[config.mk]
export PLATFORM = sky130hd
export DESIGN_NAME = wash_sensor_timer
export DESIGN_NICKNAME = d
export VERILOG_FILES = /design/src/rtl/wash_sensor_timer.sv
export SDC_FILE = /design/constraint.sdc
export NUM_CORES = 1
export LEC_CHECK = 0
export ABC_AREA = 1
export BUFFER_PORTS_ARGS = -buffer_cell sky130_fd_sc_hd__buf_2
export CORE_MARGIN = 2
export CORE_UTILIZATION = 55
export DETAILED_ROUTE_END_ITERATION = 10
export HOLD_SLACK_MARGIN = 0.1
export PLACE_DENSITY = 0.76
export RECOVER_POWER = 25
export SYNTH_ARGS = -nofsm -noshare
export SYNTH_HDL_FRONTEND = slang
export SYNTH_SLANG_ARGS = --single-unit
[constraint.sdc]
create_clock -name Clock -period 2.54 [get_ports Clock]
set_input_delay 0.381 -clock Clock [delete_from_list [all_inputs] [get_ports Clock]]
set_output_delay 0.381 -clock Clock [all_outputs]
set_load 0.03 [all_outputs]
[src/rtl/wash_sensor_timer.sv]
// -----------------------------------------------------------------------------
// wash_sensor_timer
//   Models the tub water level of a washing machine from the valve commands
//   and tracks the wash programme phase. It reports when the wash and spin
//   periods have elapsed, and raises a sticky fault on a stalled fill or on a
//   fill/drain conflict.
//
// Ports
//   Clock            in   rising-edge clock
//   Reset            in   asynchronous, active-low reset
//   Fill_valve_on    in   fill valve command
//   Drained_valve_on in   drain valve command
//   Motor_on         in   drum motor command
//   Door_Lock        in   door lock command (0 forces IDLE)
//   Supply_ok        in   mains water pressure present
//   Filled           out  Level == FULL_LEVEL
//   Drained          out  Level == 0
//   Cycle_Timeout    out  wash period elapsed
//   Spin_Timeout     out  spin period elapsed
//   Level[7:0]       out  modelled water level
//   Phase[1:0]       out  IDLE=0, FILL=1, WASH=2, SPIN=3
//   Fault            out  sticky fault flag
// -----------------------------------------------------------------------------
module wash_sensor_timer #(
  parameter int FULL_LEVEL  = 16,
  parameter int WASH_CYCLES = 20,
  parameter int SPIN_CYCLES = 12,
  parameter int FILL_LIMIT  = 64
) (
  input  logic       Clock,
  input  logic       Reset,
  input  logic       Fill_valve_on,
  input  logic       Drained_valve_on,
  input  logic       Motor_on,
  input  logic       Door_Lock,
  input  logic       Supply_ok,
  output logic       Filled,
  output logic       Drained,
  output logic       Cycle_Timeout,
  output logic       Spin_Timeout,
  output logic [7:0] Level,
  output logic [1:0] Phase,
  output logic       Fault
);

  localparam logic [1:0] PH_IDLE = 2'd0;
  localparam logic [1:0] PH_FILL = 2'd1;
  localparam logic [1:0] PH_WASH = 2'd2;
  localparam logic [1:0] PH_SPIN = 2'd3;

  localparam logic [7:0]  FULL_LVL = 8'(FULL_LEVEL);
  localparam logic [15:0] WASH_CNT = 16'(WASH_CYCLES);
  localparam logic [15:0] SPIN_CNT = 16'(SPIN_CYCLES);
  localparam logic [7:0]  FILL_LIM = 8'(FILL_LIMIT);

  logic [7:0]  level_r,    level_nxt_s;
  logic [1:0]  phase_r,    phase_nxt_s;
  logic [15:0] wash_cnt_r, wash_cnt_nxt_s;
  logic [15:0] spin_cnt_r, spin_cnt_nxt_s;
  logic [7:0]  fill_wd_r,  fill_wd_nxt_s;
  logic        cto_r,      cto_nxt_s;
  logic        sto_r,      sto_nxt_s;
  logic        fault_r,    fault_nxt_s;
  logic        conflict_s;

  // Water level model: fill and drain each move one step, saturating at the ends.
  always_comb begin
    level_nxt_s = level_r;
    if (Fill_valve_on && Supply_ok && !Drained_valve_on && (level_r < FULL_LVL)) begin
      level_nxt_s = level_r + 8'd1;
    end else if (Drained_valve_on && !Fill_valve_on && (level_r != 8'd0)) begin
      level_nxt_s = level_r - 8'd1;
    end else begin
      level_nxt_s = level_r;
    end
  end

  // Phase tracker; dropping the door lock always returns to IDLE.
  always_comb begin
    phase_nxt_s = phase_r;
    if (!Door_Lock) begin
      phase_nxt_s = PH_IDLE;
    end else begin
      case (phase_r)
        PH_IDLE: phase_nxt_s = Fill_valve_on ? PH_FILL : PH_IDLE;
        PH_FILL: phase_nxt_s = (Motor_on && !Fill_valve_on && !Drained_valve_on) ? PH_WASH : PH_FILL;
        PH_WASH: phase_nxt_s = Drained_valve_on ? PH_SPIN : PH_WASH;
        PH_SPIN: phase_nxt_s = (!Motor_on && !Drained_valve_on) ? PH_IDLE : PH_SPIN;
        default: phase_nxt_s = PH_IDLE;
      endcase
    end
  end

  // Wash timer: runs only while staying in WASH; entry, exit and door drop all clear it.
  always_comb begin
    wash_cnt_nxt_s = wash_cnt_r;
    cto_nxt_s      = cto_r;
    if ((phase_r == PH_WASH) && (phase_nxt_s == PH_WASH)) begin
      if (Motor_on && !cto_r) begin
        wash_cnt_nxt_s = wash_cnt_r + 16'd1;
        if (wash_cnt_nxt_s == WASH_CNT) begin
          cto_nxt_s = 1'b1;
        end else begin
          cto_nxt_s = cto_r;
        end
      end else begin
        wash_cnt_nxt_s = wash_cnt_r;
        cto_nxt_s      = cto_r;
      end
    end else begin
      wash_cnt_nxt_s = 16'd0;
      cto_nxt_s      = 1'b0;
    end
  end

  // Spin timer: counts only once the tub has fully drained.
  always_comb begin
    spin_cnt_nxt_s = spin_cnt_r;
    sto_nxt_s      = sto_r;
    if ((phase_r == PH_SPIN) && (phase_nxt_s == PH_SPIN)) begin
      if (Motor_on && (level_r == 8'd0) && !sto_r) begin
        spin_cnt_nxt_s = spin_cnt_r + 16'd1;
        if (spin_cnt_nxt_s == SPIN_CNT) begin
          sto_nxt_s = 1'b1;
        end else begin
          sto_nxt_s = sto_r;
        end
      end else begin
        spin_cnt_nxt_s = spin_cnt_r;
        sto_nxt_s      = sto_r;
      end
    end else begin
      spin_cnt_nxt_s = 16'd0;
      sto_nxt_s      = 1'b0;
    end
  end

  // Fill watchdog and sticky fault; the watchdog freezes once it has tripped.
  always_comb begin
    conflict_s    = Fill_valve_on && Drained_valve_on;
    fill_wd_nxt_s = fill_wd_r;
    fault_nxt_s   = fault_r | conflict_s;
    if (!Door_Lock) begin
      fill_wd_nxt_s = 8'd0;
    end else if ((phase_r != PH_FILL) && (phase_nxt_s == PH_FILL)) begin
      fill_wd_nxt_s = 8'd0;
    end else if ((phase_r == PH_FILL) && Fill_valve_on && (level_r < FULL_LVL) &&
                 (fill_wd_r != FILL_LIM)) begin
      fill_wd_nxt_s = fill_wd_r + 8'd1;
      if (fill_wd_nxt_s == FILL_LIM) begin
        fault_nxt_s = 1'b1;
      end else begin
        fault_nxt_s = fault_r | conflict_s;
      end
    end else begin
      fill_wd_nxt_s = fill_wd_r;
    end
  end

  // State registers.
  always_ff @(posedge Clock or negedge Reset) begin
    if (!Reset) begin
      level_r    <= 8'd0;
      phase_r    <= PH_IDLE;
      wash_cnt_r <= 16'd0;
      spin_cnt_r <= 16'd0;
      fill_wd_r  <= 8'd0;
      cto_r      <= 1'b0;
      sto_r      <= 1'b0;
      fault_r    <= 1'b0;
    end else begin
      level_r    <= level_nxt_s;
      phase_r    <= phase_nxt_s;
      wash_cnt_r <= wash_cnt_nxt_s;
      spin_cnt_r <= spin_cnt_nxt_s;
      fill_wd_r  <= fill_wd_nxt_s;
      cto_r      <= cto_nxt_s;
      sto_r      <= sto_nxt_s;
      fault_r    <= fault_nxt_s;
    end
  end

  assign Level         = level_r;
  assign Phase         = phase_r;
  assign Filled        = (level_r == FULL_LVL);
  assign Drained       = (level_r == 8'd0);
  assign Cycle_Timeout = cto_r;
  assign Spin_Timeout  = sto_r;
  assign Fault         = fault_r;

endmodule
==> metrics.md, run 1 <==
| Metric | Value |
|---|---|
| Number of flops mapped to enable cells by yosys | 0 |
| GRT Total Usage | 22.0% |
| Power after layout | 2260 uW |
| Crit path max fanout | 7 |
| Final Wtd Congestion | 0.885 |
| CP Launch Type | flop |
| Area occupied by multi-input gates | 1890 um^2 |
| Initial antenna violation count | 0 |
| Die height | 83.8 um |
| Antenna Cells | 0 |
| Drt initial violations | 164 |
| First-pass GRT wire length | 12900 um |
| Clock sinks | 53 |
| CP Cell Sequence | nor2_1 -> nand2_1 -> nor2_1 -> inv_1 -> fa_1 -> nand3_1 -> nand2_1 -> nand2_1 -> inv_1 -> o21ai_0 -> nand3b_1 -> xor2_1 |
| Sequential area share after synthesis | 37.8% |
| Inst Count DP | 585 |
| RR Endpoint | Level[6] |
| Hold_sp | Fill_valve_on |
| Routed vias/inst | 5.43 |
| Synthesis-to-finish area growth | 9.07% |
| Share of the synthesized area in the top cell type | 37.8% |
| Share of cells above drive strength 1 | 10.4% |
| Worst-Skew Late Latency | 310 ps |
| Root Driver | clkbuf_8 |
| Final std cells w/o fill | 594 |
| Setup WS pre-CTS | 237 ps |
| Hold buffers post-CTS | 1 |
| CTS-repair resized insts | 0 |
| Starting Density | 56.2% |
| Relative slew slack | 13.1% |
| Asr flop ratio synth | 100% |
| Die width | 83.8 um |
| Final hold viol count | 0 |
| #FFs+latches synth | 53 |
| Largest delay share family, worst path | simple AND/OR/NAND/NOR gates |
| Vias in the first global route | 3055 |
| R2R depth | 12 |
| Outcome | complete, no violations |
| Final worst-path cycle share | 90.2% |
| # H-tree levels | 2 |
| Cell area after synthesis | 3500 um^2 |
| Placeable Area | 6240 um^2 |
| Detailed-route DRC error count | 0 |
| CP Capture Type | flop |
| CP arrival | 2500 ps |
| Final core occ | 61.2% |
| Clock transition at the registers of the reported paths | 100 ps |
| DIE AREA | 7030 um^2 |
| Critical Path RT | 2750 ps |
| Worst path slowest cell | dfrtp_1 |
| Drt pass-1 iters | 5 |
| Port Buffers | 21 |
| Fmax | 437 MHz |
| RSZ-0062 raised after global routing | false |
| Hold Path Stages | 3 |
| Largest net degree at the start of global routing | 54 |
| Slew Viols, Final | 0 |
| Gate Count Post-Synth | 488 |
| Synth top area cells | dfrtp_1 (38%), nand2_1 (12%), nor2_1 (7.4%), nand3_1 (7.3%), inv_1 (6.6%) |
| Antenna-violating nets left | 0 |
| Longest Clk Path Bufs | 2 |
| Final setup violation count | 0 |
| Critical Path Most Common Cell | nand2_1 |
| Power Dens Cells | 592 nW/um^2 |
| FF+latch area | 1330 um^2 |
| CTS Buf Count | 5 |
| TNS Setup | 0 ps |
| Grt total ovfl | 0 |
| WP buf/inv | 2 |
| Syn nets | 507 |
| Reg2reg setup slack | 250 ps |
| Max Clock Skew | 4.25 ps |
| WHS Endpoint | Fault |
| Fillers | 589 |
| Routed WL | 7470 um |
| Vias | 3226 |
| Synthesized area per cell | 7.18 um^2 |
| Worst R2R Start | Level[5] |
| Post-synth top area cell | dfrtp_1 |
| Rows | 29 |
| Netlist cell types | 38 |
| Max-cap violation count | 0 |
| Max stage delay on crit path | 450 ps |
| Setup bufs post-CTS | 0 |
| Actual slew at the worst max-slew pin | 1300 ps |
| Worst VDD drop | 0.000583 V |
| DP HPWL | 5540 um |
| WL/cell | 12.6 um |
| Fin worst setup slack | 250 ps |
| # IOs | 22 |
| Crit path kind | flop to flop |
| Leak Pwr | 0.00170 uW |
| Min Tclk post-route | 2290 ps |
| Top FF cell, synth | dfrtp_1 |
| CTS tree | done |
| YS warnings | 0 |
| Hold WC Path Type | input port to flop |
| Layout Nets | 535 |
[registers in the layout, summed over array words and instances, names as in the netlist]
signal and flops:
Cycle_Timeout 1, Fault 1, Level 8, Phase 2
Spin_Timeout 1, fill_wd_r 8, spin_cnt_r 16, wash_cnt_r 16
[per-layer routing]
metal,track usage [%],share of wire [%],vias up
met3,4.15,2.9,4
met1,27.7,47,1522
met5,0,0,-
met2,39.3,49,47
li1,-,-,1653
met4,4.69,0.68,0
[cells in the mapped netlist, types with 2 or more instances]
master   number
nor2_1       69
o21ai_0      25
o21ai_2       4
o31ai_1       4
xnor2_1       7
inv_1        62
nand4_1      21
o21ai_1       2
nand2_1     113
buf_2         2
nor3_1        4
dfrtp_1      53
ha_1         11
a21oi_1      21
nand3_1      51
xor2_1       11
buf_6         2
nor2_2        6
[how the worst max path moves through the flow]
stage	startpoint	endpoint	slack [ps]	depth (start not counted)
5_1_grt	Level[5]	Level[6]	80	12
4_1_cts	Level[5]	Level[6]	270	12
3_3_place_gp	Drained_valve_on	Level[6]	300	13
2_1_floorplan	Level[4]	Level[6]	390	12
6_report	Level[5]	Level[6]	250	12
3_5_place_dp	Drained_valve_on	Level[6]	240	13
[logic make-up after synthesis]
group	synth area share (%)
mux	0.321
buf+inv	8.14
compound gates	10.5
xor+xnor	4.50
flops	37.8
simple gates	34.2
fa+ha+maj	4.50
[stage by stage]
stage               hold slack (ps)  instance area, um^2
finish                          325                 3820
global route                    339                 3820
CTS                             323                 3840
detailed placement              401                 3710
global placement                400                 3710
floorplan                      85.4                 3500
[cells in the final DEF, fill, tap and decap left out, types with 2 or more instances in the layout]
| master | n |
|---|---|
| o21ai_1 | 2 |
| nand3_1 | 51 |
| o21ai_2 | 4 |
| nand4_1 | 21 |
| nor2_1 | 69 |
| nor3_1 | 4 |
| inv_1 | 62 |
| buf_4 | 4 |
| clkbuf_8 | 5 |
| nand2_1 | 113 |
| buf_2 | 21 |
| a21oi_1 | 21 |
| nor2_2 | 6 |
| o21ai_0 | 25 |
| xnor2_1 | 7 |
| ha_1 | 11 |
| dfrtp_1 | 53 |
| xor2_1 | 11 |
| o31ai_1 | 4 |
[layout make-up]
type                       instances  area share (%)
multi-input combinational        365            49.5
sequential                        53            34.7
inverter                          64            6.32
timing repair buffer              27            3.93
tap                               77            2.52
clock buffer                       5            1.80
clock inverter                     3            1.21
[worst register-to-register path, cell delays in order, from the launching register on]
cell,delay (ps)
dfrtp_1,450
nor2_1,120
nand2_1,120
nor2_1,200
inv_1,180
fa_1,440
nand3_1,90
nand2_1,70
nand2_1,80
inv_1,40
o21ai_0,160
nand3b_1,110
xor2_1,150
[power breakdown]
group	switching [uW]	leakage (uW)	total, uW	internal, uW
Combinational	426	0.000930	670	244
Sequential	90.7	0.000714	1000	910
Clock	297	0.0000543	593	295
(Power assumes the default switching activity.)
==> inputs of run 2 (changes only) <==
--- a/config.mk
+++ b/config.mk
@@ -5,7 +5,6 @@
 export SDC_FILE = /design/constraint.sdc
 export NUM_CORES = 1
 export LEC_CHECK = 0
-export ABC_AREA = 1
 export BUFFER_PORTS_ARGS = -buffer_cell sky130_fd_sc_hd__buf_2
 export CORE_MARGIN = 2
 export CORE_UTILIZATION = 55
==> run 2 against run 1 <==
Net effect: sequential share of layout area grew 1.5 points; critical path type unchanged; non-clock buffer count grew 2; wire length shrank 11%; synthesized cell count shrank 25%; critical endpoint is now Level[7]; first-iteration DRC count decreased by 29%; via count decreased by 16%; highest routed layer unchanged.
==> metrics.md, run 2 <==
| Metric | Value |
|---|---|
| Worst R2R Start | Level[6] |
| Worst-Skew Late Latency | 310 ps |
| CTS tree | done |
| WL met2 | 3190 um |
| RR Endpoint | Level[7] |
| Antenna Cells | 0 |
| Area occupied by multi-input gates | 1920 um^2 |
| TNS Setup | 0 ps |
| #FFs+latches synth | 53 |
| Final worst-path cycle share | 95.2% |
| Largest regs | spin_cnt_r: 16 flops, wash_cnt_r: 16 flops |
| # H-tree levels | 2 |
| Routed vias/inst | 5.81 |
| CP arrival | 2670 ps |
| Hold WC Path Type | input port to flop |
| Setup bufs post-CTS | 0 |
| Vias | 2695 |
| RSZ-0062 raised after global routing | false |
| Main combinational cell family by area after synthesis | simple AND/OR/NAND/NOR gates |
| Relative slew slack | 13.7% |
| CTS Buf Count | 5 |
| Final Wtd Congestion | 0.814 |
| Leak Pwr | 0.00146 uW |
| Rows | 28 |
| GRT Total Usage | 21.9% |
| CP Launch Type | flop |
| Cell area after synthesis | 3340 um^2 |
| Die width | 81.9 um |
| Synthesis-to-finish area growth | 10.2% |
| CP Capture Type | flop |
| Fillers | 498 |
| WL/cell | 14.3 um |
| Synth Area in Simple Gates | 28.1% |
| Most frequent cells after synthesis | nor2_1 (56), dfrtp_1 (53), xor2_1 (27), nand2_1 (26), nand3_1 (18) |
| Final setup violation count | 0 |
| Final hold viol count | 0 |
| Clock transition at the registers of the reported paths | 100 ps |
| Die height | 81.9 um |
| Syn nets | 384 |
| Starting Density | 56.7% |
| Hold_sp | Door_Lock |
| Power Dens Cells | 637 nW/um^2 |
| YS warnings | 0 |
| Slew Viols, Final | 0 |
| Worst VDD drop | 0.000629 V |
| Synth top area cells | dfrtp_1 (40%), xor2_1 (7.1%), nor2_1 (6.3%), xnor2_1 (4.2%), ha_1 (4.1%) |
| Sequential area share after synthesis | 39.7% |
| Routed WL | 6640 um |
| FF+latch area | 1330 um^2 |
| Max-cap violation count | 0 |
| Gate Count Post-Synth | 365 |
| Min Tclk post-route | 2420 ps |
| XOR/XNOR share of the synthesized area | 11.3% |
| Top FF cell, synth | dfrtp_1 |
| Synthesized area per cell | 9.14 um^2 |
| Count leader, synth | nor2_1 |
| Critical Path RT | 2790 ps |
| # IOs | 22 |
| Root Driver | clkbuf_8 |
| DP HPWL | 4700 um |
| First-pass GRT wire length | 11600 um |
| Antenna-violating nets left | 0 |
| Port Buffers | 21 |
| Initial antenna violation count | 0 |
| Hold slack | 372 ps |
| Compound-Gate Fraction of Synth Area | 11.1% |
| Crit path kind | flop to flop |
| Post-synth top area cell | dfrtp_1 |
| Number of flops mapped to enable cells by yosys | 0 |
| Outcome | complete, no violations |
| WHS Endpoint | Phase[1] |
| Longest Clk Path Bufs | 2 |
| Multiplexer area fraction after synthesis | 1.91% |
| Grt total ovfl | 0 |
| Drt pass-1 iters | 4 |
| Max Clock Skew | 5.85 ps |
| Drt initial violations | 116 |
| Largest net degree at the start of global routing | 54 |
| Share of the synthesized area in the top cell type | 39.7% |
| Detailed-route DRC error count | 0 |
| Synth Area in Adders | 4.72% |
| Commonest non-fill, non-tap cell in the layout | nor2_1 |
| Most frequent cells in the layout | nor2_1 (56), dfrtp_1 (49), xor2_1 (27) |
| Top Layer Used | met4 |
| Actual slew at the worst max-slew pin | 1290 ps |
| Share of cells above drive strength 1 | 17.0% |
| Hold Path Stages | 2 |
| Clock sinks | 53 |
| DIE AREA | 6710 um^2 |
| Vias in the first global route | 2519 |
| Crit path max fanout | 6 |
| Placeable Area | 5890 um^2 |
| Layout Nets | 407 |
| Asr flop ratio synth | 100% |
| Netlist cell types | 67 |
| Met3 routed WL | 238 um |
| Worst setup startpoint | Level[6] |
| R2R depth | 9 |
| Reg2reg setup slack | 120 ps |
| Fmax | 413 MHz |
| WL met1 | 3140 um |
## run 2: cell count changes in the layout (fill, tap and decap cells not counted), sizes merged, moves of 16 or more
cell   previous run  this run
xor2             11        27
nor2             76        56
nand2           114        27
inv              63        13
nand3            53        19
o21ai            31        10
## run 2: routing by layer
metal  vias up  track usage, %
met2        47            35.6
met4         0            6.00
met1      1301            29.9
met5         -               0
li1       1339               -
met3         8            4.40
## run 2: worst max-delay path, stage by stage, from the launching register on
cell and delay, ps:
dfrtp_2 450, nor4_4 290, and4b_1 260, inv_2 90, ha_1 270, a21o_1 190, a21oi_2 190, o21ai_1 120
a2111oi_1 350, a311o_1 160
## run 2: logic make-up after synthesis
kind of cell / Yosys count
adder cells (fa/ha/maj): 12
AND/OR/NAND/NOR: 175
multiplexers: 6
AO/OA/AOI/OAI: 50
flip-flops: 53
XOR/XNOR: 43
buffers and inverters: 26
## run 2: report_power, final
| part | total, uW | internal, uW | switching (uW) |
|---|---|---|---|
| Sequential | 1020 | 915 | 106 |
| Clock | 610 | 321 | 289 |
| Combinational | 712 | 294 | 417 |
## run 2: cell type report
class                           instances  share of cell area [%]
Multi-Input combinational cell        286                    52.2
Timing Repair Buffer                   29                    4.42
Inverter                               13                    1.33
Sequential cell                        53                    36.2
Tap cell                               75                    2.55
Clock inverter                          2                    1.02
Clock buffer                            6                    2.25
## run 2: per-stage QoR
step	std cells	total power (uW)	util [%]	instance area (um^2)	setup slack (ps)
floorplan	365	1540	-	3350	4.61
global placement	456	1710	60.3	3550	95.3
detailed placement	456	1730	60.3	3550	59.5
CTS	464	2340	62.3	3670	21.2
global route	464	2480	62.5	3680	1.99
finish	464	2340	62.5	3680	121
## run 2: timing repair
| item | in CTS | in global routing |
|---|---|---|
| gates resized for setup | 0 | 4 |
| hold buffers | 0 | 0 |
| setup endpoints to repair | 0 | 4 |
## run 2: worst max path at each step
stage | endpoint | cells after the start
2_1_floorplan | Level[7] | 9
3_3_place_gp | Level[7] | 9
3_5_place_dp | Level[7] | 9
4_1_cts | Level[7] | 9
5_1_grt | Level[6] | 9
6_report | Level[7] | 9
==> inputs of run 3 (changes only) <==
--- a/config.mk
+++ b/config.mk
@@ -5,12 +5,12 @@
 export SDC_FILE = /design/constraint.sdc
 export NUM_CORES = 1
 export LEC_CHECK = 0
-export BUFFER_PORTS_ARGS = -buffer_cell sky130_fd_sc_hd__buf_2
 export CORE_MARGIN = 2
 export CORE_UTILIZATION = 55
 export DETAILED_ROUTE_END_ITERATION = 10
+export DONT_BUFFER_PORTS = 1
 export HOLD_SLACK_MARGIN = 0.1
-export PLACE_DENSITY = 0.76
+export PLACE_DENSITY = 0.73
 export RECOVER_POWER = 25
 export SYNTH_ARGS = -nofsm -noshare
 export SYNTH_HDL_FRONTEND = slang
==> run 3 against run 2 <==
Net effect: die area did not move; wire length grew 3.3%; clock power shrank 19%; first-iteration DRC count rose by 58%; critical path type unchanged.
==> metrics.md, run 3 (synthesis results as in run 2) <==
| Metric | Value |
|---|---|
| Routed WL | 6860 um |
| Antenna Cells | 0 |
| Relative slew slack | 13.1% |
| Drt initial violations | 183 |
| Final setup violation count | 0 |
| R2R depth | 9 |
| Die width | 81.9 um |
| # H-tree levels | 2 |
| DIE AREA | 6710 um^2 |
| Vias in the first global route | 2522 |
| Root Driver | clkbuf_8 |
| Clock sinks | 53 |
| Starting Density | 56.7% |
| Outcome | complete, no violations |
| Crit path max fanout | 6 |
| DP HPWL | 4850 um |
| Routed vias/inst | 5.96 |
| CTS tree | done |
| Synthesis-to-finish area growth | 7.99% |
| CP Capture Type | flop |
| Power Internal | 1410 uW |
| Drt pass-1 iters | 5 |
| CP arrival | 2690 ps |
| Area occupied by multi-input gates | 1920 um^2 |
| Hold Path Stages | 1 |
| Max Clock Skew | 8.93 ps |
| Fmax | 409 MHz |
| Layout Nets | 394 |
| Final worst-path cycle share | 96.4% |
| Combinational share of power | 30.6% |
| Die height | 81.9 um |
| Power Dens Cells | 623 nW/um^2 |
| Inst Count DP | 441 |
| Final std cells w/o fill | 451 |
| # IOs | 22 |
| Largest regs | spin_cnt_r: 16 flops, wash_cnt_r: 16 flops |
| Share of cells above drive strength 1 | 13.8% |
| Commonest non-fill, non-tap cell in the layout | nor2_1 |
| Switch Pwr | 835 uW |
| Final Wtd Congestion | 0.812 |
| Max stage delay on crit path | 430 ps |
| First-pass GRT wire length | 11500 um |
| Min Tclk post-route | 2450 ps |
| Fillers | 504 |
| Initial antenna violation count | 0 |
| Vias | 2687 |
| GRT Total Usage | 22.0% |
| Worst path slowest cell | dfrtp_2 |
| Post-route cell area | 3600 um^2 |
| Critical Path RT | 2780 ps |
| Switching part of the total | 37.2% |
| Actual slew at the worst max-slew pin | 1300 ps |
| Power after layout | 2250 uW |
| Final hold viol count | 0 |
| Placed Area | 3490 um^2 |
| Grt total ovfl | 0 |
| Port Buffers | 0 |
| FF+latch area | 1330 um^2 |
| Clock power share | 21.9% |
| CP Launch Type | flop |
| WL/cell | 15.2 um |
| Longest Clk Path Bufs | 2 |
| Antenna-violating nets left | 0 |
| Leak Pwr | 0.00139 uW |
| Max-cap violation count | 0 |
| Crit path kind | flop to flop |
| Worst VDD drop | 0.000683 V |
| Detailed-route DRC error count | 0 |
| Most frequent cells in the layout | nor2_1 (56), dfrtp_1 (49), xor2_1 (27) |
| Placeable Area | 5890 um^2 |
| CP Cell Sequence | nor4_4 -> and4b_1 -> inv_2 -> ha_1 -> a21o_1 -> a21oi_2 -> o21ai_2 -> a2111oi_2 -> a311o_1 |
| CTS Buf Count | 5 |
| Sequential share of power | 47.5% |
| Rows | 28 |
| Largest net degree at the start of global routing | 54 |
| Hold WC Path Type | input port to flop |
| Worst-Skew Late Latency | 310 ps |
| Slew Viols, Final | 0 |
| RSZ-0062 raised after global routing | true |
| Clock transition at the registers of the reported paths | 100 ps |
[run 3: layout make-up]
class	count	area share [%]
flip-flops and latches	53	36.9
inverters	13	1.35
clock buffers	6	2.01
repair buffers	16	3.33
well taps	75	2.60
multi-input cells	286	53.4
clock inverters	2	0.382
[run 3: path summary, 6_finish.rpt]
path / startpoint / endpoint / slack, ps
setup / recovery: Level[6] / Level[7] / 90
max in group asynchronous: Reset / Level[7] / 740
hold / removal: Door_Lock / Phase[1] / 200
setup reg to reg: Level[6] / Level[7] / 90
min in group asynchronous: Reset / spin_cnt_r[11] / 900
hold reg to reg: fill_wd_r[7] / Fault / 570
[run 3: what timing repair did]
item                                    4_1_cts  5_1_grt
setup buffers                                 0        0
hold endpoints to repair                     53        0
resized for setup                             1        4
pin swaps                                     1        3
endpoints found under the setup margin        1        2
hold buffers                                  2        0
[run 3: critical path, delay by kind of cell (launching register included)]
family / cells / cell delay (ps)
AO/OA/AOI/OAI: 5 / 1030
adder cells (fa/ha/maj): 1 / 280
flip-flops: 1 / 430
buffers and inverters: 1 / 90
AND/OR/NAND/NOR: 2 / 550
[run 3: power by group through the flow]
| stage | clock, uW | sequential [uW] | combinational [uW] |
|---|---|---|---|
| finish | 492 | 1070 | 687 |
| global route | 533 | 1080 | 752 |
| CTS | 496 | 1070 | 655 |
| detailed placement | 0 | 1090 | 626 |
| global placement | 0 | 1080 | 601 |
| floorplan | 0 | 1150 | 396 |
[run 3: metrics by stage]
stage / setup WS, ps / setup TNS, ps / util (%) / hold slack (ps)
after floorplan: 4.61 / 0 / - / 85.4
after global placement: 93.1 / 0 / 59.3 / 87.4
after detailed placement: 2.53 / 0 / 59.3 / 87.3
after CTS: 29.5 / 0 / 61.4 / 194
after global routing: -29.5 / -29.5 / 61.2 / 186
final: 92.6 / 0 / 61.2 / 201
[run 3: layer usage]
layer	wire, um	share of wire, %	vias up	track usage, %
li1	-	-	1313	-
met1	3060	45	1302	28.5
met2	3300	48	65	37.1
met3	418	6.1	7	4.95
met4	76	1.1	0	5.83
met5	0	0	-	0
